File: config.mk
export PLATFORM = sky130hd
export DESIGN_NAME = cpu_sequencer_flat
export DESIGN_NICKNAME = d
export VERILOG_FILES = /design/src/rtl/cpu_sequencer_if.sv /design/src/rtl/cpu_sequencer.sv /design/src/flat_wrapper.sv
export SDC_FILE = /design/constraint.sdc
export NUM_CORES = 1
export LEC_CHECK = 0
export BUFFER_PORTS_ARGS = -buffer_cell sky130_fd_sc_hd__clkbuf_2
export CAP_MARGIN = 0
export CORE_UTILIZATION = 50
export CTS_CLUSTER_DIAMETER = 60
export DETAILED_ROUTE_END_ITERATION = 10
export PLACE_DENSITY = 0.85
export SETUP_SLACK_MARGIN = 0.02
export SYNTH_ARGS = -nofsm -noshare
export SYNTH_HDL_FRONTEND = slang
export SYNTH_SLANG_ARGS = --single-unit
File: constraint.sdc
create_clock -name clk -period 3.3 [get_ports clk]
set_clock_uncertainty 0.15 [all_clocks]
set_input_delay 0.165 -clock clk [delete_from_list [all_inputs] [get_ports clk]]
set_output_delay 0.165 -clock clk [all_outputs]
set_load 0.02 [all_outputs]
File: src/rtl/cpu_sequencer_if.sv
`default_nettype none
// ============================================================================
// cpu_sequencer_if : sequencer <-> datapath/memory control bus     Rev 1.0
// ============================================================================
interface cpu_sequencer_if #(
  parameter int CNT_W = 32
);
  logic [5:0]       opcode;
  logic [5:0]       funct;
  logic             alu_zero;
  logic             mem_ready;
  logic             mem_req;
  logic             mem_we;
  logic             i_or_d;
  logic             ir_write;
  logic             pc_write;
  logic [1:0]       pc_src;
  logic             reg_write;
  logic [1:0]       reg_dst;
  logic [1:0]       wd_sel;
  logic             alu_src_b;
  logic [2:0]       alu_ctl;
  logic             halted;
  logic [CNT_W-1:0] retired;
  logic [3:0]       state;

  modport master (
    input  opcode, funct, alu_zero, mem_ready,
    output mem_req, mem_we, i_or_d, ir_write, pc_write, pc_src, reg_write,
           reg_dst, wd_sel, alu_src_b, alu_ctl, halted, retired, state
  );

  modport slave (
    output opcode, funct, alu_zero, mem_ready,
    input  mem_req, mem_we, i_or_d, ir_write, pc_write, pc_src, reg_write,
           reg_dst, wd_sel, alu_src_b, alu_ctl, halted, retired, state
  );
endinterface
`default_nettype wire

File: src/rtl/cpu_sequencer.sv
`default_nettype none
// ============================================================================
// cpu_sequencer : multicycle MIPS control FSM with retired counter  Rev 1.0
// ============================================================================
module cpu_sequencer #(
  parameter int CNT_W = 32
) (
  input  wire logic       clk,
  input  wire logic       reset,
  cpu_sequencer_if.master bus
);
  typedef enum logic [3:0] {
    FETCH  = 4'd0,  DECODE = 4'd1,  MEMADR = 4'd2,  MEMRD  = 4'd3,
    MEMWB  = 4'd4,  MEMWR  = 4'd5,  EXEC_R = 4'd6,  EXEC_I = 4'd7,
    ALUWB  = 4'd8,  BRANCH = 4'd9,  JUMP   = 4'd10, HALT   = 4'd11
  } state_t;

  localparam logic [5:0] OP_RTYPE = 6'h00, OP_J    = 6'h02, OP_JAL  = 6'h03;
  localparam logic [5:0] OP_BEQ   = 6'h04, OP_BNE  = 6'h05, OP_ADDI = 6'h08;
  localparam logic [5:0] OP_XORI  = 6'h0E, OP_LW   = 6'h23, OP_SW   = 6'h2B;
  localparam logic [5:0] FN_JR    = 6'h08, FN_ADD  = 6'h20, FN_SUB  = 6'h22;
  localparam logic [5:0] FN_SLT   = 6'h2A;
  localparam logic [2:0] ALU_ADD  = 3'b000, ALU_SUB = 3'b001;
  localparam logic [2:0] ALU_XOR  = 3'b010, ALU_SLT = 3'b011;

  state_t           state_q, state_d;
  logic [5:0]       op_q, op_d, fn_q, fn_d;
  logic [CNT_W-1:0] retired_q, retired_d;
  logic             retire;
  logic             r_type;
  logic [2:0]       exec_ctl;

  logic       mem_req, mem_we, i_or_d, ir_write, pc_write, reg_write;
  logic       alu_src_b, halted;
  logic [1:0] pc_src, reg_dst, wd_sel;
  logic [2:0] alu_ctl;

  // ALU op is derived from the latched instruction so ALUWB can hold it.
  always_comb begin
    r_type   = (op_q == OP_RTYPE);
    exec_ctl = ALU_ADD;
    if (r_type) begin
      if (fn_q == FN_SUB)      exec_ctl = ALU_SUB;
      else if (fn_q == FN_SLT) exec_ctl = ALU_SLT;
    end else if (op_q == OP_XORI) begin
      exec_ctl = ALU_XOR;
    end
  end

  always_comb begin
    state_d   = state_q;
    op_d      = op_q;
    fn_d      = fn_q;
    retire    = 1'b0;
    mem_req   = 1'b0;
    mem_we    = 1'b0;
    i_or_d    = 1'b0;
    ir_write  = 1'b0;
    pc_write  = 1'b0;
    pc_src    = 2'd0;
    reg_write = 1'b0;
    reg_dst   = 2'd0;
    wd_sel    = 2'd0;
    alu_src_b = 1'b0;
    alu_ctl   = ALU_ADD;
    halted    = 1'b0;
    case (state_q)
      FETCH: begin
        mem_req = 1'b1;
        if (bus.mem_ready) begin
          ir_write = 1'b1;
          pc_write = 1'b1;
          state_d  = DECODE;
        end
      end
      DECODE: begin
        op_d = bus.opcode;
        fn_d = bus.funct;
        case (bus.opcode)
          OP_LW, OP_SW:      state_d = MEMADR;
          OP_BEQ, OP_BNE:    state_d = BRANCH;
          OP_ADDI, OP_XORI:  state_d = EXEC_I;
          OP_J, OP_JAL:      state_d = JUMP;
          OP_RTYPE: begin
            case (bus.funct)
              FN_ADD, FN_SUB, FN_SLT: state_d = EXEC_R;
              FN_JR:                  state_d = JUMP;
              default:                state_d = HALT;
            endcase
          end
          default:           state_d = HALT;
        endcase
      end
      MEMADR: begin
        alu_src_b = 1'b1;
        state_d   = (op_q == OP_SW) ? MEMWR : MEMRD;
      end
      MEMRD: begin
        mem_req = 1'b1;
        i_or_d  = 1'b1;
        if (bus.mem_ready) state_d = MEMWB;
      end
      MEMWB: begin
        reg_write = 1'b1;
        wd_sel    = 2'd1;
        retire    = 1'b1;
        state_d   = FETCH;
      end
      MEMWR: begin
        mem_req = 1'b1;
        mem_we  = 1'b1;
        i_or_d  = 1'b1;
        if (bus.mem_ready) begin
          retire  = 1'b1;
          state_d = FETCH;
        end
      end
      EXEC_R, EXEC_I: begin
        alu_src_b = ~r_type;
        alu_ctl   = exec_ctl;
        state_d   = ALUWB;
      end
      ALUWB: begin
        alu_src_b = ~r_type;
        alu_ctl   = exec_ctl;
        reg_write = 1'b1;
        reg_dst   = r_type ? 2'd1 : 2'd0;
        retire    = 1'b1;
        state_d   = FETCH;
      end
      BRANCH: begin
        alu_ctl  = ALU_SUB;
        pc_src   = 2'd1;
        pc_write = (op_q == OP_BEQ) ? bus.alu_zero : ~bus.alu_zero;
        retire   = 1'b1;
        state_d  = FETCH;
      end
      JUMP: begin
        pc_write = 1'b1;
        retire   = 1'b1;
        state_d  = FETCH;
        if (op_q == OP_JAL) begin
          pc_src    = 2'd2;
          reg_write = 1'b1;
          reg_dst   = 2'd2;
          wd_sel    = 2'd2;
        end else if (op_q == OP_J) begin
          pc_src = 2'd2;
        end else begin
          pc_src = 2'd3;
        end
      end
      HALT: begin
        halted = 1'b1;
      end
      default: state_d = FETCH;
    endcase
    retired_d = retired_q + CNT_W'(retire);
  end

  always_ff @(posedge clk) begin
    if (!reset) begin
      state_q   <= FETCH;
      op_q      <= '0;
      fn_q      <= '0;
      retired_q <= '0;
    end else begin
      state_q   <= state_d;
      op_q      <= op_d;
      fn_q      <= fn_d;
      retired_q <= retired_d;
    end
  end

  assign bus.mem_req   = mem_req;
  assign bus.mem_we    = mem_we;
  assign bus.i_or_d    = i_or_d;
  assign bus.ir_write  = ir_write;
  assign bus.pc_write  = pc_write;
  assign bus.pc_src    = pc_src;
  assign bus.reg_write = reg_write;
  assign bus.reg_dst   = reg_dst;
  assign bus.wd_sel    = wd_sel;
  assign bus.alu_src_b = alu_src_b;
  assign bus.alu_ctl   = alu_ctl;
  assign bus.halted    = halted;
  assign bus.retired   = retired_q;
  assign bus.state     = state_q;
endmodule
`default_nettype wire

File: src/flat_wrapper.sv
// flat-port wrapper written by rule: the top's interface ports become plain ports
module cpu_sequencer_flat 
#(
  parameter int CNT_W = 32
)
  (clk, reset, bus_opcode, bus_funct, bus_alu_zero, bus_mem_ready, bus_mem_req, bus_mem_we, bus_i_or_d, bus_ir_write, bus_pc_write, bus_pc_src, bus_reg_write, bus_reg_dst, bus_wd_sel, bus_alu_src_b, bus_alu_ctl, bus_halted, bus_retired, bus_state);
  cpu_sequencer_if #(.CNT_W(CNT_W)) bus_i ();
  input  wire logic clk;
  input  wire logic reset;
  input wire logic [$bits(bus_i.opcode)-1:0] bus_opcode;
  input wire logic [$bits(bus_i.funct)-1:0] bus_funct;
  input wire logic [$bits(bus_i.alu_zero)-1:0] bus_alu_zero;
  input wire logic [$bits(bus_i.mem_ready)-1:0] bus_mem_ready;
  output wire logic [$bits(bus_i.mem_req)-1:0] bus_mem_req;
  output wire logic [$bits(bus_i.mem_we)-1:0] bus_mem_we;
  output wire logic [$bits(bus_i.i_or_d)-1:0] bus_i_or_d;
  output wire logic [$bits(bus_i.ir_write)-1:0] bus_ir_write;
  output wire logic [$bits(bus_i.pc_write)-1:0] bus_pc_write;
  output wire logic [$bits(bus_i.pc_src)-1:0] bus_pc_src;
  output wire logic [$bits(bus_i.reg_write)-1:0] bus_reg_write;
  output wire logic [$bits(bus_i.reg_dst)-1:0] bus_reg_dst;
  output wire logic [$bits(bus_i.wd_sel)-1:0] bus_wd_sel;
  output wire logic [$bits(bus_i.alu_src_b)-1:0] bus_alu_src_b;
  output wire logic [$bits(bus_i.alu_ctl)-1:0] bus_alu_ctl;
  output wire logic [$bits(bus_i.halted)-1:0] bus_halted;
  output wire logic [$bits(bus_i.retired)-1:0] bus_retired;
  output wire logic [$bits(bus_i.state)-1:0] bus_state;
  assign bus_i.opcode = bus_opcode;
  assign bus_i.funct = bus_funct;
  assign bus_i.alu_zero = bus_alu_zero;
  assign bus_i.mem_ready = bus_mem_ready;
  assign bus_mem_req = bus_i.mem_req;
  assign bus_mem_we = bus_i.mem_we;
  assign bus_i_or_d = bus_i.i_or_d;
  assign bus_ir_write = bus_i.ir_write;
  assign bus_pc_write = bus_i.pc_write;
  assign bus_pc_src = bus_i.pc_src;
  assign bus_reg_write = bus_i.reg_write;
  assign bus_reg_dst = bus_i.reg_dst;
  assign bus_wd_sel = bus_i.wd_sel;
  assign bus_alu_src_b = bus_i.alu_src_b;
  assign bus_alu_ctl = bus_i.alu_ctl;
  assign bus_halted = bus_i.halted;
  assign bus_retired = bus_i.retired;
  assign bus_state = bus_i.state;
  cpu_sequencer #(.CNT_W(CNT_W)) u_core (.clk(clk), .reset(reset), .bus(bus_i));
endmodule
==> results of run 1 <==
==> what timing repair did <==
| action | in CTS | in global routing |
|---|---|---|
| gates resized for setup | 0 | 0 |
| setup buffers | 0 | 1 |
| hold buffers | 7 | 0 |
| endpoints found under the setup margin | 0 | 10 |
| endpoints found under the hold margin | 8 | 0 |
==> final timing paths <==
path / startpoint / endpoint / depth (start not counted)
setup / recovery: u_core.bus.state[2] / u_core.bus.retired[27] / 10
hold / removal: bus_opcode[4] / u_core.op_q[4] / 3
setup reg to reg: u_core.bus.state[2] / u_core.bus.retired[27] / 10
hold reg to reg: u_core.fn_q[4] / u_core.fn_q[4] / 2
==> worst register-to-register path: stages (launching register included) <==
cell	delay, ps
dfxtp_1	580
nor2b_1	350
a21oi_1	110
o22ai_1	150
ha_1	230
and3_1	220
nand4_1	350
buf_4	290
nor4_2	190
xnor2_1	180
nor2_1	50
==> cell families (layout without fill, tap and decap cells) <==
logic type | Yosys count | count (layout) | share of synthesized area
other | 1 | 1 | 0.001399
AOI/OAI and AO/OA | 47 | 47 | 0.1101
xor gates and xnor gates | 31 | 31 | 0.1013
DFF | 48 | 48 | 0.3584
buffers and inverters | 28 | 97 | 0.04993
adders and majority gates | 2 | 2 | 0.009331
and+or+nand+nor | 185 | 185 | 0.3696
==> final cells by class <==
type,count,area [µm²],share of cell area
Inverter,9,33.78,0.01054
Clock buffer,6,72.57,0.02265
Tap cell,70,87.58,0.02733
Sequential cell,48,960.9,0.2999
Clock inverter,1,5.005,0.001562
Timing Repair Buffer,81,457.9,0.1429
Multi-Input combinational cell,266,1587,0.4951
==> sequential cells by signal (all words and copies together), names as in the netlist <==
name and count:
u_core.op_q 6, u_core.bus.state 4, u_core.bus.retired 32, u_core.fn_q 6
==> cell usage after synthesis (5+ instances only) <==
library cell / count
nor3_1: 19
xor2_1: 8
o21ai_0: 10
and3_1: 9
and2_1: 6
nand2_1: 49
nor2b_1: 5
nand4_1: 6
a21oi_1: 25
nor2_1: 43
dfxtp_1: 48
buf_2: 5
nand3_1: 14
clkbuf_1: 8
nor4_2: 7
inv_1: 8
nand2b_1: 10
xnor2_1: 23
==> where the power goes <==
group          switching, W  internal, W
Sequential        0.0000245     0.000600
Clock              0.000189     0.000144
Combinational      0.000156    0.0000948
==> metrics by stage <==
step,cell area [µm²],instances,setup slack [ps],utilization
2_1_floorplan,2681,342,643.8,-
3_3_place_gp,3049,466,367.2,0.5932
3_5_place_dp,3049,466,206.2,0.5932
4_1_cts,3197,480,166.5,0.6220
5_1_grt,3204,481,46.18,0.6234
6_report,3204,481,326.3,0.6234
==> metal layers <==
| metal | track usage | vias up |
|---|---|---|
| li1 | - | 1308 |
| met1 | 0.2912 | 1244 |
| met2 | 0.3804 | 68 |
| met3 | 0.04685 | 13 |
| met4 | 0.08230 | 0 |
| met5 | 0 | - |
==> impl_metrics.yaml, run 1 <==
sta:
  finalSetupViolCount: 0
  clock.fmax_mhz: 336.3
  hold_viol: 0
  worst_pin_slew_ps: 757.0
  slew_headroom: 0.4946
  rsz0062_at_grt: "false"
  slew_violations: 0
  timing.final.crit_share: 0.9011
  hold_slack_ps: 19.29
  min_period_ps: 2974
  finalSetupTns_ps: 0
clock_network:
  cts_tree: "built"
  path_clk_slew_ps: 90
  cts_made_buffers: 5
  cts.path.max_buffers: 2
  clock-sinks: 48
  htree_levels: 2
  insertion_delay_ps: 300
  cts_root_buffer: "clkbuf_8"
critical_path:
  critPathRequiredTime_ps: 3320
  crit_slowest_cell: "dfxtp_1"
  end_kind: "flop"
  crit_arrival_ps: 2990
  start_kind: "flop"
  cp_top_family: "simple AND/OR/NAND/NOR gates"
  path_max_fanout: 14
  r2r_slack_ps: 330
  worst-path-buf-inv: 1
  worstSetupPathType: "flop to flop"
  slowest_delay_ps: 580
  cp_cell_sequence: "nor2b_1 -> a21oi_1 -> o22ai_1 -> ha_1 -> and3_1 -> nand4_1 -> buf_4 -> nor4_2 -> xnor2_1 -> nor2_1"
synthesis:
  synth_edf_count: 0
  synth_top_area_share: 0.3584
  yosys_warnings: 0
  synth.distinct_cells: 48
  postSynthAreaPerCell_um2: 7.840
  ys.flop_type: "dfxtp_1"
  seq_area_frac_synth: 0.3584
  synthTopCellsByArea: "dfxtp_1, xnor2_1, nand2_1, nor2_1, a21oi_1"
  synth_fp_nets: 360
  async_flop_share: 0
  synthCells: 342
  synth_area_leader_cell: "dfxtp_1"
  ys_ff_latch: 48
  syn-cell-area_um2: 2681
global_route:
  grt_overflow: 0
  grt_pass1_vias: 2233
  grt_usage: 0.2276
  grt_max_degree: 46
  antenna_found_initial: 0
  grt_pass1_wl_um: 9853
detailed_routing:
  wirelength_met1_um: 2901
  top_layer: "met4"
  detail_route.wl_per_cell_um: 13.24
  drc: 0
  antenna_left: 0
  drtIter0Drc: 203
  dr_wl_met3_um: 289
  detailroute.wirelength.met2_um: 3070
  drt_wl_total_um: 6367
  vias_per_cell: 5.474
  drt_pass1_iterations: 4
  vias: 2633
job:
  maxCapViolCount: 0
final_layout:
  drive_gt1_frac: 0.2360
  area_delta_synth_final_pct: 19.51
  nets: 429
  layout_commonest_cell: "clkbuf_2"
  final_cell_mix: "clkbuf_2, nand2_1, dfxtp_1"
  fill_cells: 471
  antenna_cells: 0
floorplan:
  ioPinCount: 69
  fp.dieW_um: 75.23
  rows: 26
  die_area_um2: 5660
  coreArea_um2: 5140
  dieHeight_um: 75.23
  start_util: 0.5217
outcome:
  status: "complete, no violations"
place:
  hpwl_um: 4597
  gp_congestion: 0.8687
  port_buffers: 67
pwr:
  peakVddDrop_mv: 0.2232
  power_density_nw_per_um2: 377.1
  p_leak_nw: 1.248
  power_w: 0.001208
min_path:
  min_path_type: "input pin to flop"
(Power assumes the default switching activity.)
==> run 2, diff against run 1 <==
--- a/config.mk
+++ b/config.mk
@@ -5,12 +5,12 @@
 export SDC_FILE = /design/constraint.sdc
 export NUM_CORES = 1
 export LEC_CHECK = 0
-export BUFFER_PORTS_ARGS = -buffer_cell sky130_fd_sc_hd__clkbuf_2
-export CAP_MARGIN = 0
+export CAP_MARGIN = 30
 export CORE_UTILIZATION = 50
 export CTS_CLUSTER_DIAMETER = 60
 export DETAILED_ROUTE_END_ITERATION = 10
-export PLACE_DENSITY = 0.85
+export DONT_BUFFER_PORTS = 1
+export PLACE_DENSITY = 0.74
 export SETUP_SLACK_MARGIN = 0.02
 export SYNTH_ARGS = -nofsm -noshare
 export SYNTH_HDL_FRONTEND = slang
==> impl_metrics.yaml, run 2 (same netlist as run 1, synthesis figures left out) <==
critical_path:
  path_max_fanout: 13
  end_kind: "flop"
  critPathRequiredTime_ps: 3320
  worstSetupPathType: "flop to flop"
  crit_arrival_ps: 2810
  start_kind: "flop"
global_route:
  antenna_found_initial: 0
  grt_overflow: 0
  grt_pass1_vias: 2164
  grt_max_degree: 46
  grt_pass1_wl_um: 9860
  grt_usage: 0.2259
sta:
  slew_headroom: 0.4379
  clock.fmax_mhz: 357.4
  slew_violations: 0
  min_period_ps: 2798
  worst_pin_slew_ps: 840.5
  finalSetupViolCount: 0
  hold_slack_ps: -0.4923
  timing.final.crit_share: 0.8478
  rsz0062_at_grt: "false"
  finalSetupTns_ps: 0
  hold_viol: 1
pwr:
  p_leak_nw: 1.011
  peakVddDrop_mv: 0.3355
  power_density_nw_per_um2: 453.5
floorplan:
  coreArea_um2: 5140
  rows: 26
  dieHeight_um: 75.23
  fp.dieW_um: 75.23
  die_area_um2: 5660
  start_util: 0.5217
  ioPinCount: 69
detailed_routing:
  antenna_left: 0
  vias: 2391
  drtIter0Drc: 217
  drc: 0
  drt_pass1_iterations: 4
  detail_route.wl_per_cell_um: 14.81
  drt_wl_total_um: 6264
  vias_per_cell: 5.652
place:
  placed_cells: 401
  port_buffers: 0
  dpl_cell_area_um2: 2729
  hpwl_um: 4405
  gp_congestion: 0.8203
outcome:
  status: "complete, but fails checks"
  violations: "negative hold slack"
final_layout:
  layout_commonest_cell: "nand2_1"
  area_delta_synth_final_pct: 12.13
  drive_gt1_frac: 0.09348
  antenna_cells: 0
  final_cell_mix: "nand2_1, dfxtp_1, nor2_1"
  final_area_um2: 3007
  largest_reg_flops: 32
  nets: 370
  fin_cells: 423
clock_network:
  insertion_delay_ps: 300
  cts_made_buffers: 5
  path_clk_slew_ps: 100
  htree_levels: 2
  cts_tree: "built"
  cts.hold.buffers_added: 14
  cts.path.max_buffers: 2
  clock-sinks: 48
  cts_setup_buffers: 0
  cts_resized: 0
  cts_root_buffer: "clkbuf_8"
job:
  maxCapViolCount: 0
min_path:
  min_path_type: "input pin to flop"
-- run 2: cell types whose count changed in the layout (fill, tap and decap cells not counted) --
cell / previous run / this run
clkbuf_2: 67 / 0
inv_6: 0 / 1
clkinv_2: 1 / 0
bufinv_16: 0 / 2
clkbuf_1: 1 / 0
dlygate4sd3_1: 7 / 14
buf_4: 7 / 8
-- run 2: layout make-up --
cell class / count / area [µm²]
sequential: 48 / 960.9
clock inverter: 3 / 68.82
clock buffer: 5 / 68.82
tap: 70 / 87.58
inverter: 9 / 33.78
timing repair buffer: 22 / 200.2
fill: 495 / 2133
multi-input combinational: 266 / 1587
-- run 2: layer usage --
metal | up-vias | part of all wire | GRT usage
li1 | 1184 | - | -
met1 | 1129 | 0.46 | 0.3025
met2 | 74 | 0.46 | 0.3614
met3 | 4 | 0.068 | 0.05756
met4 | 0 | 0.0061 | 0.06379
met5 | - | 0 | 0
-- run 2: final timing paths --
kind,startpoint,end,slack [ps],depth (start not counted)
setup / recovery,u_core.bus.state[2],u_core.bus.retired[30],500,10
hold / removal,bus_opcode[2],u_core.bus.state[0],-0.5,2
setup reg to reg,u_core.bus.state[2],u_core.bus.retired[30],500,10
hold reg to reg,u_core.fn_q[5],u_core.fn_q[5],310,2
-- run 2: worst max-delay path, cell delays in order, from the launching register on --
cell	delay [ps]
dfxtp_1	310
buf_4	190
nand2b_1	220
o22ai_1	180
ha_1	240
ha_1	210
and2_1	160
nand4_1	420
nor4_2	380
xnor2_1	150
nor2_1	50
-- run 2: report_power, final --
part / internal, W / switching, W / total, W / leakage (nW)
logic: 0.0000831 / 0.000143 / 0.000226 / 0.554
registers: 0.000600 / 0.0000245 / 0.000625 / 0.389
clock network: 0.000305 / 0.000208 / 0.000513 / 0.0687
total: 0.000988 / 0.000375 / 0.00136 / 1.01
-- run 2: per-stage QoR --
stage,util,setup slack (ps),hold WS (ps),total power [W]
after floorplan,-,643.8,136.7,0.0008095
after global placement,0.5309,553.7,140.1,0.0008447
after detailed placement,0.5309,500.7,141.5,0.0008469
after CTS,0.5850,481.6,9.802,0.001370
after global routing,0.5850,157.0,19.93,0.001422
final,0.5850,502.2,-0.4923,0.001363
==> run 3, diff against run 2 <==
--- a/config.mk
+++ b/config.mk
@@ -5,12 +5,13 @@
 export SDC_FILE = /design/constraint.sdc
 export NUM_CORES = 1
 export LEC_CHECK = 0
+export ABC_AREA = 1
 export CAP_MARGIN = 30
 export CORE_UTILIZATION = 50
 export CTS_CLUSTER_DIAMETER = 60
 export DETAILED_ROUTE_END_ITERATION = 10
 export DONT_BUFFER_PORTS = 1
-export PLACE_DENSITY = 0.74
+export PLACE_DENSITY = 0.77
 export SETUP_SLACK_MARGIN = 0.02
 export SYNTH_ARGS = -nofsm -noshare
 export SYNTH_HDL_FRONTEND = slang
==> constraint.sdc (replaced) <==
create_clock -name clk -period 2.2 [get_ports clk]
set_clock_uncertainty 0.15 [all_clocks]
set_input_delay 0.11 -clock clk [delete_from_list [all_inputs] [get_ports clk]]
set_output_delay 0.11 -clock clk [all_outputs]
set_load 0.02 [all_outputs]
==> impl_metrics.yaml, run 3 <==
synthesis:
  yosys_warnings: 0
  synthTopCellsByArea: "dfxtp_1, nand2_1, nor2_1, inv_1, a21oi_1"
  seq_area_frac_synth: 0.3371
  synth_fp_nets: 467
  ys_ff_latch: 48
  ys.flop_type: "dfxtp_1"
  postSynthAreaPerCell_um2: 6.348
  yosysMostFrequentCell: "nand2_1"
  synth_top_area_share: 0.3371
  async_flop_share: 0
  synth_area_leader_cell: "dfxtp_1"
  synth_xor_area_frac: 0.01229
  muxShareOfSynthArea: 0
  synth-adder-area-share: 0.008780
  synth_top_family_by_area: "simple AND/OR/NAND/NOR gates"
  syn-cell-area_um2: 2850
  synthCells: 449
  synth_compound_gate_area_share: 0.1194
  synth.distinct_cells: 35
  synth_edf_count: 0
  synthTopCellsByCount: "nand2_1, nor2_1, inv_1"
  synthSimpleGateAreaFrac: 0.4219
critical_path:
  path_max_fanout: 4
  worstSetupPathType: "flop to flop"
  r2r-start: "u_core.bus.state[3]"
  cpMostUsedCell: "nor2_4"
  crit_arrival_ps: 2450
  crit_slowest_cell: "dfxtp_4"
  end_kind: "flop"
  r2r_cells: 15
  critPathRequiredTime_ps: 2230
  cp_cell_sequence: "buf_12 -> nor2_4 -> nand2_2 -> o2111ai_4 -> ha_4 -> ha_4 -> nand2_4 -> nor2_4 -> inv_2 -> nor2_4 -> inv_2 -> nor2_4 -> nand2_1 -> nand2_1 -> a21oi_1"
  start_kind: "flop"
  slowest_delay_ps: 360
  reg2reg_to: "u_core.bus.retired[30]"
  r2r_slack_ps: -230
min_path:
  hold_start: "bus_opcode[2]"
  min_path_type: "input pin to flop"
  min_path_cells: 5
  min_to: "u_core.bus.state[1]"
detailed_routing:
  detail_route.wl_per_cell_um: 14.76
  drt_wl_total_um: 8766
  vias_per_cell: 5.488
  drtIter0Drc: 282
  drc: 0
  drt_pass1_iterations: 6
  vias: 3260
  antenna_left: 0
global_route:
  grt_overflow: 0
  grt_max_degree: 22
  grt_pass1_wl_um: 13420
  antenna_found_initial: 0
  grt_pass1_vias: 2910
  grt_usage: 0.2796
sta:
  clock.fmax_mhz: 411.8
  worst_slack_ps: -228.2
  slew_violations: 0
  finalSetupViolCount: 24
  min_period_ps: 2428
  finalSetupTns_ps: -2782
  slew_headroom: 0.4749
  rsz0062_at_grt: "true"
  worst_pin_slew_ps: 786.8
  timing.final.crit_share: 1.104
  hold_viol: 0
floorplan:
  die_area_um2: 6006
  ioPinCount: 69
  coreArea_um2: 5507
  rows: 27
  start_util: 0.5176
  fp.dieW_um: 77.50
  dieHeight_um: 77.50
final_layout:
  largest_reg_flops: 32
  layout_commonest_cell: "nand2_1"
  antenna_cells: 0
  final_area_um2: 3862
  final_cell_mix: "nand2_1, nor2_1, buf_4"
  fill_cells: 420
  nets: 539
  area_delta_synth_final_pct: 35.51
  fin_cells: 594
  drive_gt1_frac: 0.2720
clock_network:
  cts.path.max_buffers: 2
  cts_root_buffer: "clkbuf_8"
  path_clk_slew_ps: 100
  clock-sinks: 48
  cts_tree: "built"
  insertion_delay_ps: 320
  cts_made_buffers: 5
  htree_levels: 2
outcome:
  violations: "negative setup slack"
  status: "complete, but fails checks"
place:
  placed_cells: 556
  port_buffers: 0
  gp_congestion: 0.8632
  dpl_cell_area_um2: 3302
  hpwl_um: 5895
pwr:
  power_density_nw_per_um2: 768.8
  switching_power_w: 0.001209
  p_int_w: 0.001761
  swShare: 0.4070
  p_leak_nw: 1.615
  peakVddDrop_mv: 0.6343
  seq_power_share: 0.388
  p_comb_frac: 0.421
  power_frac_clock: 0.191
job:
  maxCapViolCount: 0
## run 3: cell types whose count changed after synthesis, sizes merged, moves of 8 or more
| cell | before | now |
|---|---|---|
| a21oi | 25 | 33 |
| and3 | 9 | 0 |
| buf | 11 | 3 |
| inv | 9 | 64 |
| nand2 | 49 | 116 |
| nand2b | 12 | 0 |
| nand3 | 14 | 24 |
| nor2 | 43 | 79 |
| o21ai | 10 | 22 |
| xnor2 | 23 | 1 |
## run 3: area by class of cell
class	count	area, µm²	area share
clock inverters	1	6.256	0.001620
inverters	64	245.2	0.06349
clock buffers	7	86.33	0.02235
repair buffers	74	641.9	0.1662
multi-input cells	328	1819	0.4710
flip-flops and latches	48	973.4	0.2520
well taps	72	90.09	0.02332
## run 3: worst max path at each step
stage | start | endpoint | cells past startpoint
after CTS | u_core.bus.state[3] | u_core.bus.retired[30] | 17
after global routing | u_core.bus.state[3] | u_core.bus.retired[30] | 15
after floorplan | u_core.bus.state[1] | u_core.bus.retired[18] | 17
final | u_core.bus.state[3] | u_core.bus.retired[30] | 15
after detailed placement | u_core.bus.state[3] | u_core.bus.retired[18] | 16
after global placement | u_core.bus.state[3] | u_core.bus.retired[18] | 16
## run 3: repair_timing
item	in CTS	in global routing
hold buffers	14	0
pin swaps	14	22
resized for setup	18	35
hold endpoints to repair	21	0
setup endpoints to repair	23	26
buffers inserted	8	8
## run 3: power by group through the flow
stage	sequential [W]	combinational, W	clock (W)
after floorplan	0.00118	0.000758	0
after detailed placement	0.00116	0.00113	0
after global routing	0.00117	0.00139	0.000605
after CTS	0.00115	0.00123	0.000570
after global placement	0.00115	0.00112	0
final	0.00115	0.00125	0.000568
## run 3: layer usage
layer | wire length [µm] | GRT usage
met4 | 251 | 0.1075
met5 | 0 | 0
met2 | 4199 | 0.4673
met3 | 704 | 0.06824
met1 | 3611 | 0.3444
## run 3: per-stage QoR
| step | worst slack [ps] | util | power (W) | hold slack, ps |
|---|---|---|---|---|
| 6_report | -228.2 | 0.7014 | 0.002969 | 7.308 |
| 5_1_grt | -346.8 | 0.7014 | 0.003169 | 60.13 |
| 4_1_cts | -93.73 | 0.6680 | 0.002950 | 7.154 |
| 3_5_place_dp | -205.5 | 0.5996 | 0.002295 | 59.73 |
| 3_3_place_gp | -134.7 | 0.5996 | 0.002269 | 56.72 |
| 2_1_floorplan | -191.5 | - | 0.001937 | 107.8 |
## run 3: logic make-up (layout without fill, tap and decap cells)
family,after synthesis,in the layout
and+or+nand+nor,257,257
buffers and inverters,73,146
AOI/OAI and AO/OA,64,64
DFF,48,48
xor gates and xnor gates,4,4
adders and majority gates,2,2
other,1,1
## run 3: worst max-delay path, delay by kind of cell (launching register included)
kind                       cells  cell delay, ps
DFF                            1             360
AOI/OAI and AO/OA              2             290
adders and majority gates      2             320
and+or+nand+nor                8             890
buffers and inverters          3             280
